### src/rtl/instr_encoder_loader_pkg.sv
`default_nettype none
// ============================================================================
// Module      : instr_encoder_loader_pkg
// Description : Shared instruction-type one-hot codes (inst_* set), MIPS
//               opcode / function constants, IM base address and small
//               word-packing helpers used by the instruction encoder.
// Revision    : 1.0 - initial release
// ============================================================================
package instr_encoder_loader_pkg;

  typedef logic [59:0] itype_t;

  localparam logic [31:0] IM_BASE = 32'h0000_3000;

  // One-hot instruction types; bits 55..59 are unassigned and treated as illegal.
  localparam itype_t INST_ADD   = 60'd1 << 0,  INST_ADDU  = 60'd1 << 1,  INST_SUB   = 60'd1 << 2;
  localparam itype_t INST_SUBU  = 60'd1 << 3,  INST_AND   = 60'd1 << 4,  INST_OR    = 60'd1 << 5;
  localparam itype_t INST_XOR   = 60'd1 << 6,  INST_NOR   = 60'd1 << 7,  INST_SLT   = 60'd1 << 8;
  localparam itype_t INST_SLTU  = 60'd1 << 9,  INST_SLL   = 60'd1 << 10, INST_SRL   = 60'd1 << 11;
  localparam itype_t INST_SRA   = 60'd1 << 12, INST_SLLV  = 60'd1 << 13, INST_SRLV  = 60'd1 << 14;
  localparam itype_t INST_SRAV  = 60'd1 << 15, INST_JR    = 60'd1 << 16, INST_JALR  = 60'd1 << 17;
  localparam itype_t INST_MFHI  = 60'd1 << 18, INST_MFLO  = 60'd1 << 19, INST_MTHI  = 60'd1 << 20;
  localparam itype_t INST_MTLO  = 60'd1 << 21, INST_MULT  = 60'd1 << 22, INST_MULTU = 60'd1 << 23;
  localparam itype_t INST_DIV   = 60'd1 << 24, INST_DIVU  = 60'd1 << 25, INST_ORI   = 60'd1 << 26;
  localparam itype_t INST_ANDI  = 60'd1 << 27, INST_XORI  = 60'd1 << 28, INST_LUI   = 60'd1 << 29;
  localparam itype_t INST_ADDI  = 60'd1 << 30, INST_ADDIU = 60'd1 << 31, INST_SLTI  = 60'd1 << 32;
  localparam itype_t INST_SLTIU = 60'd1 << 33, INST_LB    = 60'd1 << 34, INST_LBU   = 60'd1 << 35;
  localparam itype_t INST_LH    = 60'd1 << 36, INST_LHU   = 60'd1 << 37, INST_LW    = 60'd1 << 38;
  localparam itype_t INST_SB    = 60'd1 << 39, INST_SH    = 60'd1 << 40, INST_SW    = 60'd1 << 41;
  localparam itype_t INST_BEQ   = 60'd1 << 42, INST_BNE   = 60'd1 << 43, INST_BGTZ  = 60'd1 << 44;
  localparam itype_t INST_BLEZ  = 60'd1 << 45, INST_BGEZ  = 60'd1 << 46, INST_BLTZ  = 60'd1 << 47;
  localparam itype_t INST_J     = 60'd1 << 48, INST_JAL   = 60'd1 << 49, INST_MTC0  = 60'd1 << 50;
  localparam itype_t INST_MFC0  = 60'd1 << 51, INST_ERET  = 60'd1 << 52, INST_SYSCALL = 60'd1 << 53;
  localparam itype_t INST_ERR   = 60'd1 << 54;

  localparam logic [5:0] OP_SPECIAL = 6'h00, OP_REGIMM = 6'h01, OP_J     = 6'h02, OP_JAL   = 6'h03;
  localparam logic [5:0] OP_BEQ     = 6'h04, OP_BNE    = 6'h05, OP_BLEZ  = 6'h06, OP_BGTZ  = 6'h07;
  localparam logic [5:0] OP_ADDI    = 6'h08, OP_ADDIU  = 6'h09, OP_SLTI  = 6'h0A, OP_SLTIU = 6'h0B;
  localparam logic [5:0] OP_ANDI    = 6'h0C, OP_ORI    = 6'h0D, OP_XORI  = 6'h0E, OP_LUI   = 6'h0F;
  localparam logic [5:0] OP_COP0    = 6'h10, OP_LB     = 6'h20, OP_LH    = 6'h21, OP_LW    = 6'h23;
  localparam logic [5:0] OP_LBU     = 6'h24, OP_LHU    = 6'h25, OP_SB    = 6'h28, OP_SH    = 6'h29;
  localparam logic [5:0] OP_SW      = 6'h2B;

  localparam logic [5:0] FN_SLL  = 6'h00, FN_SRL   = 6'h02, FN_SRA  = 6'h03, FN_SLLV  = 6'h04;
  localparam logic [5:0] FN_SRLV = 6'h06, FN_SRAV  = 6'h07, FN_JR   = 6'h08, FN_JALR  = 6'h09;
  localparam logic [5:0] FN_SYSCALL = 6'h0C, FN_MFHI = 6'h10, FN_MTHI = 6'h11, FN_MFLO = 6'h12;
  localparam logic [5:0] FN_MTLO = 6'h13, FN_MULT  = 6'h18, FN_MULTU = 6'h19, FN_DIV  = 6'h1A;
  localparam logic [5:0] FN_DIVU = 6'h1B, FN_ADD   = 6'h20, FN_ADDU = 6'h21, FN_SUB   = 6'h22;
  localparam logic [5:0] FN_SUBU = 6'h23, FN_AND   = 6'h24, FN_OR   = 6'h25, FN_XOR   = 6'h26;
  localparam logic [5:0] FN_NOR  = 6'h27, FN_SLT   = 6'h2A, FN_SLTU = 6'h2B, FN_ERET  = 6'h18;

  // REGIMM rt selector and COP0 rs selector values.
  localparam logic [4:0] RT_BGEZ = 5'b00001, RT_BLTZ = 5'b00000;
  localparam logic [4:0] CP0_MT  = 5'b00100, CP0_MF  = 5'b00000;

  function automatic logic [31:0] r_word(input logic [5:0] fn, input logic [4:0] s, t, d, sh);
    return {OP_SPECIAL, s, t, d, sh, fn};
  endfunction

  function automatic logic [31:0] i_word(input logic [5:0] op, input logic [4:0] s, t,
                                         input logic [15:0] imm);
    return {op, s, t, imm};
  endfunction

endpackage
`default_nettype wire

### src/rtl/instr_encoder_loader_if.sv
`default_nettype none
// ============================================================================
// Module      : instr_encoder_loader_if
// Description : Request channel (valid/ready + instruction fields) and
//               instruction-memory write channel (we/addr/wdata/ready).
//               master = request source / IM sink side, slave = loader.
// Revision    : 1.0 - initial release
// ============================================================================
interface instr_encoder_loader_if;
  import instr_encoder_loader_pkg::*;

  logic        in_valid;
  logic        in_ready;
  itype_t      InstrType;
  logic [4:0]  rs;
  logic [4:0]  rt;
  logic [4:0]  rd;
  logic [4:0]  shamt;
  logic [15:0] imm16;
  logic [25:0] target26;
  logic        im_we;
  logic [31:0] im_addr;
  logic [31:0] im_wdata;
  logic        im_ready;

  modport master (
    output in_valid, InstrType, rs, rt, rd, shamt, imm16, target26, im_ready,
    input  in_ready, im_we, im_addr, im_wdata
  );

  modport slave (
    input  in_valid, InstrType, rs, rt, rd, shamt, imm16, target26, im_ready,
    output in_ready, im_we, im_addr, im_wdata
  );
endinterface
`default_nettype wire

### src/rtl/instr_encoder_loader_instr_word_encoder.sv
`default_nettype none
// ============================================================================
// Module      : instr_word_encoder
// Description : Combinational MIPS encoder. Maps a one-hot instruction type
//               plus operand fields to a 32-bit word. Any type that is not
//               exactly one of the known codes (zero, multi-hot, unassigned
//               bit or INST_ERR) raises illegal with word = 0.
// Ports       : instr_type, rs, rt, rd, shamt, imm16, target26 (in);
//               word, illegal (out)
// Revision    : 1.0 - initial release
// ============================================================================
module instr_word_encoder
  import instr_encoder_loader_pkg::*;
(
  input  itype_t      instr_type,
  input  logic [4:0]  rs,
  input  logic [4:0]  rt,
  input  logic [4:0]  rd,
  input  logic [4:0]  shamt,
  input  logic [15:0] imm16,
  input  logic [25:0] target26,
  output logic [31:0] word,
  output logic        illegal
);

  // Full-width equality against each code doubles as the one-hot check.
  always_comb begin
    word    = '0;
    illegal = 1'b0;
    case (instr_type)
      INST_ADD:     word = r_word(FN_ADD,  rs, rt, rd, shamt);
      INST_ADDU:    word = r_word(FN_ADDU, rs, rt, rd, shamt);
      INST_SUB:     word = r_word(FN_SUB,  rs, rt, rd, shamt);
      INST_SUBU:    word = r_word(FN_SUBU, rs, rt, rd, shamt);
      INST_AND:     word = r_word(FN_AND,  rs, rt, rd, shamt);
      INST_OR:      word = r_word(FN_OR,   rs, rt, rd, shamt);
      INST_XOR:     word = r_word(FN_XOR,  rs, rt, rd, shamt);
      INST_NOR:     word = r_word(FN_NOR,  rs, rt, rd, shamt);
      INST_SLT:     word = r_word(FN_SLT,  rs, rt, rd, shamt);
      INST_SLTU:    word = r_word(FN_SLTU, rs, rt, rd, shamt);
      INST_JALR:    word = r_word(FN_JALR, rs, rt, rd, shamt);
      INST_SLL:     word = r_word(FN_SLL,  5'd0, rt, rd, shamt);
      INST_SRL:     word = r_word(FN_SRL,  5'd0, rt, rd, shamt);
      INST_SRA:     word = r_word(FN_SRA,  5'd0, rt, rd, shamt);
      INST_SLLV:    word = r_word(FN_SLLV, rs, rt, rd, 5'd0);
      INST_SRLV:    word = r_word(FN_SRLV, rs, rt, rd, 5'd0);
      INST_SRAV:    word = r_word(FN_SRAV, rs, rt, rd, 5'd0);
      INST_JR:      word = r_word(FN_JR,   rs, 5'd0, 5'd0, 5'd0);
      INST_MTHI:    word = r_word(FN_MTHI, rs, 5'd0, 5'd0, 5'd0);
      INST_MTLO:    word = r_word(FN_MTLO, rs, 5'd0, 5'd0, 5'd0);
      INST_MFHI:    word = r_word(FN_MFHI, 5'd0, 5'd0, rd, shamt);
      INST_MFLO:    word = r_word(FN_MFLO, 5'd0, 5'd0, rd, shamt);
      INST_MULT:    word = r_word(FN_MULT,  rs, rt, 5'd0, 5'd0);
      INST_MULTU:   word = r_word(FN_MULTU, rs, rt, 5'd0, 5'd0);
      INST_DIV:     word = r_word(FN_DIV,   rs, rt, 5'd0, 5'd0);
      INST_DIVU:    word = r_word(FN_DIVU,  rs, rt, 5'd0, 5'd0);
      INST_SYSCALL: word = r_word(FN_SYSCALL, 5'd0, 5'd0, 5'd0, 5'd0);
      INST_ORI:     word = i_word(OP_ORI,   rs, rt, imm16);
      INST_ANDI:    word = i_word(OP_ANDI,  rs, rt, imm16);
      INST_XORI:    word = i_word(OP_XORI,  rs, rt, imm16);
      INST_LUI:     word = i_word(OP_LUI,   5'd0, rt, imm16);
      INST_ADDI:    word = i_word(OP_ADDI,  rs, rt, imm16);
      INST_ADDIU:   word = i_word(OP_ADDIU, rs, rt, imm16);
      INST_SLTI:    word = i_word(OP_SLTI,  rs, rt, imm16);
      INST_SLTIU:   word = i_word(OP_SLTIU, rs, rt, imm16);
      INST_LB:      word = i_word(OP_LB,    rs, rt, imm16);
      INST_LBU:     word = i_word(OP_LBU,   rs, rt, imm16);
      INST_LH:      word = i_word(OP_LH,    rs, rt, imm16);
      INST_LHU:     word = i_word(OP_LHU,   rs, rt, imm16);
      INST_LW:      word = i_word(OP_LW,    rs, rt, imm16);
      INST_SB:      word = i_word(OP_SB,    rs, rt, imm16);
      INST_SH:      word = i_word(OP_SH,    rs, rt, imm16);
      INST_SW:      word = i_word(OP_SW,    rs, rt, imm16);
      INST_BEQ:     word = i_word(OP_BEQ,   rs, rt, imm16);
      INST_BNE:     word = i_word(OP_BNE,   rs, rt, imm16);
      INST_BGTZ:    word = i_word(OP_BGTZ,  rs, 5'd0, imm16);
      INST_BLEZ:    word = i_word(OP_BLEZ,  rs, 5'd0, imm16);
      INST_BGEZ:    word = i_word(OP_REGIMM, rs, RT_BGEZ, imm16);
      INST_BLTZ:    word = i_word(OP_REGIMM, rs, RT_BLTZ, imm16);
      INST_J:       word = {OP_J,   target26};
      INST_JAL:     word = {OP_JAL, target26};
      INST_MTC0:    word = {OP_COP0, CP0_MT, rt, rd, 11'b0};
      INST_MFC0:    word = {OP_COP0, CP0_MF, rt, rd, 11'b0};
      INST_ERET:    word = {OP_COP0, 1'b1, 19'b0, FN_ERET};
      INST_ERR:     illegal = 1'b1;
      default:      illegal = 1'b1;
    endcase
  end

endmodule
`default_nettype wire

### src/rtl/instr_encoder_loader.sv
`default_nettype none
// ============================================================================
// Module      : instr_encoder_loader
// Description : Encodes instruction requests into MIPS words, buffers them
//               in a 4-entry FIFO and drains them into the IM write port at
//               consecutive word addresses starting at BASE_ADDR.
// Ports       : clk, reset (async, active-low), flush (sync clear);
//               bus (slave): request channel and IM write channel;
//               err (pulse), err_cnt (saturating), wrapped (sticky),
//               count (FIFO occupancy 0..4)
// Revision    : 1.0 - initial release
// ============================================================================
module instr_encoder_loader
  import instr_encoder_loader_pkg::*;
#(
  parameter logic [31:0] BASE_ADDR = IM_BASE,
  parameter int          IM_WORDS  = 4096
) (
  input  logic                         clk,
  input  logic                         reset,
  input  logic                         flush,
  instr_encoder_loader_if.slave        bus,
  output logic                         err,
  output logic [7:0]                   err_cnt,
  output logic                         wrapped,
  output logic [2:0]                   count
);

  localparam int IDX_W = (IM_WORDS > 1) ? $clog2(IM_WORDS) : 1;

  logic [31:0]      w_word;
  logic             w_illegal;
  logic             w_empty, w_full, w_accept, w_push, w_pop;

  logic [31:0]      r_mem [4];
  logic [1:0]       r_wr_ptr, r_rd_ptr;
  logic [2:0]       r_count;
  logic [IDX_W-1:0] r_idx;
  logic             r_err, r_wrapped;
  logic [7:0]       r_err_cnt;

  instr_word_encoder u_enc (
    .instr_type (bus.InstrType),
    .rs         (bus.rs),
    .rt         (bus.rt),
    .rd         (bus.rd),
    .shamt      (bus.shamt),
    .imm16      (bus.imm16),
    .target26   (bus.target26),
    .word       (w_word),
    .illegal    (w_illegal)
  );

  assign w_empty  = (r_count == 3'd0);
  assign w_full   = (r_count == 3'd4);
  // Ready depends only on registered fullness (and flush), never on legality.
  assign bus.in_ready = !w_full && !flush;
  assign w_accept = bus.in_valid && bus.in_ready;
  assign w_push   = w_accept && !w_illegal;
  assign w_pop    = !w_empty && bus.im_ready;

  assign bus.im_we    = !w_empty;
  assign bus.im_addr  = BASE_ADDR + (32'(r_idx) << 2);
  assign bus.im_wdata = w_empty ? 32'd0 : r_mem[r_rd_ptr];

  assign err     = r_err;
  assign err_cnt = r_err_cnt;
  assign wrapped = r_wrapped;
  assign count   = r_count;

  // Storage needs no reset: the head is masked to zero whenever empty.
  always_ff @(posedge clk) begin
    if (w_push && !flush) r_mem[r_wr_ptr] <= w_word;
  end

  always_ff @(posedge clk or negedge reset) begin
    if (!reset) begin
      r_wr_ptr  <= '0;
      r_rd_ptr  <= '0;
      r_count   <= '0;
      r_idx     <= '0;
      r_err     <= 1'b0;
      r_err_cnt <= '0;
      r_wrapped <= 1'b0;
    end else if (flush) begin
      r_wr_ptr  <= '0;
      r_rd_ptr  <= '0;
      r_count   <= '0;
      r_idx     <= '0;
      r_err     <= 1'b0;
      r_err_cnt <= '0;
      r_wrapped <= 1'b0;
    end else begin
      if (w_push) r_wr_ptr <= r_wr_ptr + 2'd1;
      if (w_pop) begin
        r_rd_ptr <= r_rd_ptr + 2'd1;
        if (r_idx == IDX_W'(IM_WORDS - 1)) begin
          r_idx     <= '0;
          r_wrapped <= 1'b1;
        end else begin
          r_idx <= r_idx + IDX_W'(1);
        end
      end
      case ({w_push, w_pop})
        2'b10:   r_count <= r_count + 3'd1;
        2'b01:   r_count <= r_count - 3'd1;
        default: r_count <= r_count;
      endcase
      r_err <= w_accept && w_illegal;
      if (w_accept && w_illegal && (r_err_cnt != 8'hFF)) r_err_cnt <= r_err_cnt + 8'd1;
    end
  end

endmodule
`default_nettype wire

### src/flat_wrapper.sv
// flat-port wrapper written by rule: the top's interface ports become plain ports
module instr_encoder_loader_flat import instr_encoder_loader_pkg::*;
#(
  parameter logic [31:0] BASE_ADDR = IM_BASE,
  parameter int          IM_WORDS  = 4096
)
  (clk, reset, flush, err, err_cnt, wrapped, count, bus_in_valid, bus_InstrType, bus_rs, bus_rt, bus_rd, bus_shamt, bus_imm16, bus_target26, bus_im_ready, bus_in_ready, bus_im_we, bus_im_addr, bus_im_wdata);
  instr_encoder_loader_if bus_i ();
  input  logic clk;
  input  logic reset;
  input  logic flush;
  output logic err;
  output logic [7:0] err_cnt;
  output logic wrapped;
  output logic [2:0] count;
  input wire logic [$bits(bus_i.in_valid)-1:0] bus_in_valid;
  input wire logic [$bits(bus_i.InstrType)-1:0] bus_InstrType;
  input wire logic [$bits(bus_i.rs)-1:0] bus_rs;
  input wire logic [$bits(bus_i.rt)-1:0] bus_rt;
  input wire logic [$bits(bus_i.rd)-1:0] bus_rd;
  input wire logic [$bits(bus_i.shamt)-1:0] bus_shamt;
  input wire logic [$bits(bus_i.imm16)-1:0] bus_imm16;
  input wire logic [$bits(bus_i.target26)-1:0] bus_target26;
  input wire logic [$bits(bus_i.im_ready)-1:0] bus_im_ready;
  output wire logic [$bits(bus_i.in_ready)-1:0] bus_in_ready;
  output wire logic [$bits(bus_i.im_we)-1:0] bus_im_we;
  output wire logic [$bits(bus_i.im_addr)-1:0] bus_im_addr;
  output wire logic [$bits(bus_i.im_wdata)-1:0] bus_im_wdata;
  assign bus_i.in_valid = bus_in_valid;
  assign bus_i.InstrType = bus_InstrType;
  assign bus_i.rs = bus_rs;
  assign bus_i.rt = bus_rt;
  assign bus_i.rd = bus_rd;
  assign bus_i.shamt = bus_shamt;
  assign bus_i.imm16 = bus_imm16;
  assign bus_i.target26 = bus_target26;
  assign bus_i.im_ready = bus_im_ready;
  assign bus_in_ready = bus_i.in_ready;
  assign bus_im_we = bus_i.im_we;
  assign bus_im_addr = bus_i.im_addr;
  assign bus_im_wdata = bus_i.im_wdata;
  instr_encoder_loader #(.BASE_ADDR(BASE_ADDR), .IM_WORDS(IM_WORDS)) u_core (.clk(clk), .reset(reset), .flush(flush), .bus(bus_i), .err(err), .err_cnt(err_cnt), .wrapped(wrapped), .count(count));
endmodule
### config.mk
export PLATFORM = sky130hd
export DESIGN_NAME = instr_encoder_loader_flat
export DESIGN_NICKNAME = d
export VERILOG_FILES = /design/src/rtl/instr_encoder_loader_pkg.sv /design/src/rtl/instr_encoder_loader_if.sv /design/src/rtl/instr_encoder_loader_instr_word_encoder.sv /design/src/rtl/instr_encoder_loader.sv /design/src/flat_wrapper.sv
export SDC_FILE = /design/constraint.sdc
export NUM_CORES = 1
export LEC_CHECK = 0
export CORE_AREA = 2 2 146 148
export DETAILED_ROUTE_END_ITERATION = 10
export DIE_AREA = 0 0 148 150
export DONT_BUFFER_PORTS = 1
export GPL_TIMING_DRIVEN = 0
export PLACE_DENSITY = 0.59
export SKIP_LAST_GASP = 1
export SLEW_MARGIN = 10
export SYNTH_ARGS = -nofsm -noshare
export SYNTH_HDL_FRONTEND = slang
export SYNTH_HIERARCHICAL = 1
export SYNTH_SLANG_ARGS = --single-unit
### constraint.sdc
create_clock -name clk -period 3.3 [get_ports clk]
set_clock_uncertainty 0.05 [all_clocks]
set_input_delay 0.165 -clock clk [delete_from_list [all_inputs] [get_ports clk]]
set_output_delay 0.165 -clock clk [all_outputs]
set_load 0.02 [all_outputs]
==> results.tsv <==
stage	metric	value	unit
run_status	status	complete, but fails checks	
run_status	violations in the final reports	setup timing	
power	maximum resistive drop on vdd	0.376	mV
logic_synthesis	fraction of synthesized area in multiplexers	8.83	%
logic_synthesis	area fraction in compound gates after synthesis	11.1	%
power	power density cells	482	nW/um^2
clocking	worst-skew pair later-pin latency	420	ps
clocking	Clk pin slew, worst setup/hold paths	70	ps
sta	max_slew headroom	45.7	%
logic_synthesis	Mapped Area	9100	sq um
setup_path	arrival time reported for the critical path endpoint	3650	ps
floorplan	initial core utilization	44.0	%
setup_path	startpoint type of the worst setup path	primary input	
logic_synthesis	Synth Flop Type	edfxtp_1	
logic_synthesis	average cell area after synthesis	12.2	sq um
clocking	CTS tree	done	
placement	buffers added on ports	0	
worst_hold_path	worst hold-check path type	primary input to register	
setup_path	Crit Path Class	primary input to register	
layout	diode count	0	
detailed_routing	Detailed Route WL	24500	um
clocking	number of buffers between clock root and the deepest sink	2	
power	static leakage	3.67	nW
global_route	pin count of the biggest net entering global routing	33	
sta	crit share post-route	103	%
layout	Final Util	52.6	%
floorplan	die height	150	um
sta	endpoints failing setup	1	
floorplan	overall die area	22200	sq um
floorplan	horizontal die dimension	148	um
logic_synthesis	main combinational cell family by area after synthesis	simple AND/OR/NAND/NOR gates	
detailed_routing	Routed WL per cell	21.7	um
sta	worst slew pin tran	810	ps
clocking	total clock buffers created by CTS	17	
logic_synthesis	post-synthesis cell count	743	
layout	number of nets in the final layout	977	
placement	global placer's final weighted congestion	0.883	
setup_path	worst path cell trace	buf_12, or4_4, or4_4, o32ai_4, a21boi_1, o21a_1, nand2_2, nor4bb_4, nand2b_4, nor3_4, nor2_2, fa_2, or3b_4, a2bb2oi_2, mux2_4	
sta	Max Transition Viols Final	0	
logic_synthesis	flops & latches, synth	157	
layout	Final Instance Area	10900	sq um
logic_synthesis	Synth Area in Adders	1.32	%
clocking	cell at the root of the clock tree	clkbuf_16	
detailed_routing	final antenna-violating net count	0	
detailed_routing	Avg Vias per Cell	5.86	
floorplan	area of the core	20700	sq um
global_route	global-route wire length before repair	36500	um
global_route	number of antenna violations at the first check in global routing	0	
logic_synthesis	area share of xor/xnor cells in the synthesized design	3.66	%
placement	Detailed Place HPWL	17500	um
setup_path	CP max stage delay	550	ps
setup_path	required time at the endpoint of the critical path	3550	ps
job	maxcap violations	0	
logic_synthesis	yosys warns	6	
setup_path	most frequent cell on the critical path	or4_4	
logic_synthesis	Post-Synth Simple-Gate Area	19.9	%
layout	fraction of layout instances using a drive strength above 1	25.6	%
sta	FMAX	295	MHz
setup_path	largest driver fanout on the critical path	5	
detailed_routing	number of DRC violations after detailed-routing iteration 0	475	
sta	setup slack of the critical path after layout	-93.9	ps
logic_synthesis	async set-or-reset flop fraction in the synthesized netlist	18.5	%
global_route	Total GRT Usage	21.6	%
global_route	GRT overflow	0	
sta	unrepaired setup endpoints after global routing	yes	
logic_synthesis	number of enable flip-flop cells after synthesis	128	
layout	Area growth, synth to finish	19.7	%
logic_synthesis	Seq/Total Area, Yosys	50.2	%
clocking	Max H-tree Level	4	
detailed_routing	total iterations of the first detailed-routing run	5	
sta	Hold Violations, Final	0	
setup_path	slowest CP cell	or4_4	
clocking	total clock sinks	157	
detailed_routing	DRC errors left	0	
setup_path	buffers plus inverters on the worst setup path	1	
floorplan	number of top-level pins	206	
floorplan	placement row count	53	
setup_path	category of the worst setup path capture point	register	
setup_path	gate family responsible for the most delay along the worst path	simple AND/OR/NAND/NOR gates	
placement	instance area after placement	9570	sq um
logic_synthesis	Synth cell types	84	
global_route	number of global-route vias before repair	6639	
detailed_routing	number of vias after detailed routing	6616	
placement	post-placement setup slack	-1310	ps
sta	post-layout min period	3390	ps
## report_power, final
| group | internal, W | leakage, nW | switching, W | total [W] |
|---|---|---|---|---|
| Sequential | 0.00214 | 1.28 | 0.0000558 | 0.00219 |
| Combinational | 0.000322 | 2.10 | 0.000828 | 0.00115 |
| Clock | 0.00102 | 0.292 | 0.000887 | 0.00191 |
| Total | 0.00348 | 3.67 | 0.00177 | 0.00525 |
## through the flow
step           TNS (ps)  total power (W)  hold slack [ps]  instances
2_1_floorplan    -30150          0.00314             -181        761
3_3_place_gp    -154340          0.00334             -180       1036
3_5_place_dp    -151550          0.00335             -180       1036
4_1_cts          -12360          0.00530             1.02       1116
5_1_grt            -237          0.00546             9.93       1129
6_report          -93.9          0.00525             13.2       1129
## cell type report
class                   instances  area [sq um]
fillers                      1813          9800
flip-flops and latches        157          4570
multi-input cells             523          4370
repair buffers                 61           543
clock buffers                  17           425
plain buffers                  59           389
well taps                     275           344
clock inverters                15           168
inverters                      22          82.6
## metal layers
metal,track usage (%),routed length [um],share of wire (%)
met5,0,0,0
met4,6.76,527,2.2
met3,7.04,2230,9.1
met2,36.9,12100,49
met1,26.2,9680,39
## registers in the layout (all words and copies together) (netlist names)
| name | count |
|---|---|
| u_core/r_wr_ptr | 2 |
| u_core/r_rd_ptr | 2 |
| u_core/err | 1 |
| u_core/wrapped | 1 |
| u_core/r_mem | 128 |
| u_core/r_idx | 12 |
| u_core/count | 3 |
| u_core/err_cnt | 8 |
## path summary, 6_finish.rpt
check,startpoint,endpoint,slack [ps],cells past startpoint
worst max-delay path,bus_InstrType[21],u_core/count[2]$_DFFE_PN0P_,-90,15
worst min-delay path,bus_target26[17],u_core/r_mem[2][17]$_DFFE_PP_,10,1
worst max register to register,u_core/count[0]$_DFFE_PN0P_,u_core/count[2]$_DFFE_PN0P_,480,7
worst min register to register,u_core/r_idx[11]$_DFFE_PN0P_,u_core/r_idx[11]$_DFFE_PN0P_,540,2
max in group asynchronous,reset,u_core/r_wr_ptr[1]$_DFFE_PN0P_,2890,2
min in group asynchronous,reset,u_core/wrapped$_DFFE_PN0P_,130,2
## kinds of logic after synthesis
family / Yosys count
and+or+nand+nor: 282
DFF: 157
AOI/OAI and AO/OA: 135
buffers and inverters: 81
muxes: 40
xor gates and xnor gates: 38
adders and majority gates: 9
other: 1
## cell usage after synthesis, types with 3 or more instances
| library cell | number | share of area [%] |
|---|---|---|
| edfxtp_1 | 128 | 42 |
| nor2_1 | 49 | 2.0 |
| nand2_1 | 42 | 1.7 |
| nor2b_1 | 36 | 2.5 |
| mux4_2 | 32 | 7.9 |
| o21ai_0 | 31 | 1.7 |
| buf_4 | 30 | 2.5 |
| dfrtp_1 | 29 | 8.0 |
| inv_1 | 22 | 0.91 |
| nand3_1 | 22 | 1.2 |
| xnor2_1 | 19 | 1.8 |
| xor2_1 | 19 | 1.8 |
| nor3_1 | 15 | 0.83 |
| a22o_1 | 14 | 1.3 |
| clkbuf_1 | 14 | 0.58 |
| buf_2 | 13 | 0.72 |
| a21oi_1 | 12 | 0.66 |
| nand4_1 | 12 | 0.83 |
| nor4_1 | 12 | 0.83 |
| a21o_1 | 11 | 0.91 |
| and2_1 | 8 | 0.55 |
| ha_1 | 8 | 1.1 |
| nor4_4 | 8 | 1.9 |
| a221o_1 | 7 | 0.77 |
| a31o_2 | 7 | 0.67 |
| and3_1 | 7 | 0.48 |
| mux2i_1 | 6 | 0.66 |
| nand2b_1 | 6 | 0.41 |
| nor4b_1 | 6 | 0.58 |
| o211ai_1 | 6 | 0.50 |
| or3_1 | 6 | 0.41 |
| a31oi_1 | 5 | 0.34 |
| nand4_2 | 5 | 0.69 |
| nor3b_1 | 5 | 0.41 |
| nor4_2 | 5 | 0.69 |
| o2111ai_1 | 5 | 0.48 |
| or4_1 | 5 | 0.41 |
| and4_1 | 4 | 0.39 |
| nand4b_1 | 4 | 0.39 |
| o31ai_1 | 4 | 0.33 |
| a2111oi_0 | 3 | 0.29 |
| o21ai_1 | 3 | 0.16 |
| or4b_2 | 3 | 0.33 |
## cell usage in the layout (no fill, tap or decap), types with 6 or more instances in the layout
cell type / n
nor4_1: 7
buf_4: 62
a21oi_1: 11
mux2i_1: 6
buf_2: 12
conb_1: 19
or3_1: 6
xnor2_1: 19
a221o_1: 7
ha_1: 8
xor2_1: 19
clkbuf_16: 17
and3_1: 6
dlygate4sd3_1: 29
nor4_4: 14
a22o_1: 14
nand4_1: 12
a31o_2: 7
nand3_1: 21
nor2_1: 48
nor3_1: 13
dfrtp_1: 29
o211ai_1: 6
inv_1: 22
o21ai_0: 31
clkbuf_1: 11
nor4b_1: 6
a21o_1: 11
nor2b_1: 36
mux4_2: 32
edfxtp_1: 128
nand2_1: 39
## repair_timing
action                     4_1_cts  5_1_grt
setup buffers                   19       12
hold endpoints to repair       102        1
setup endpoints to repair      131      130
resized for setup               16       29
hold buffers                    29        1
pin swaps                       14       16
Note: power is estimated with default switching activity, not from simulation.
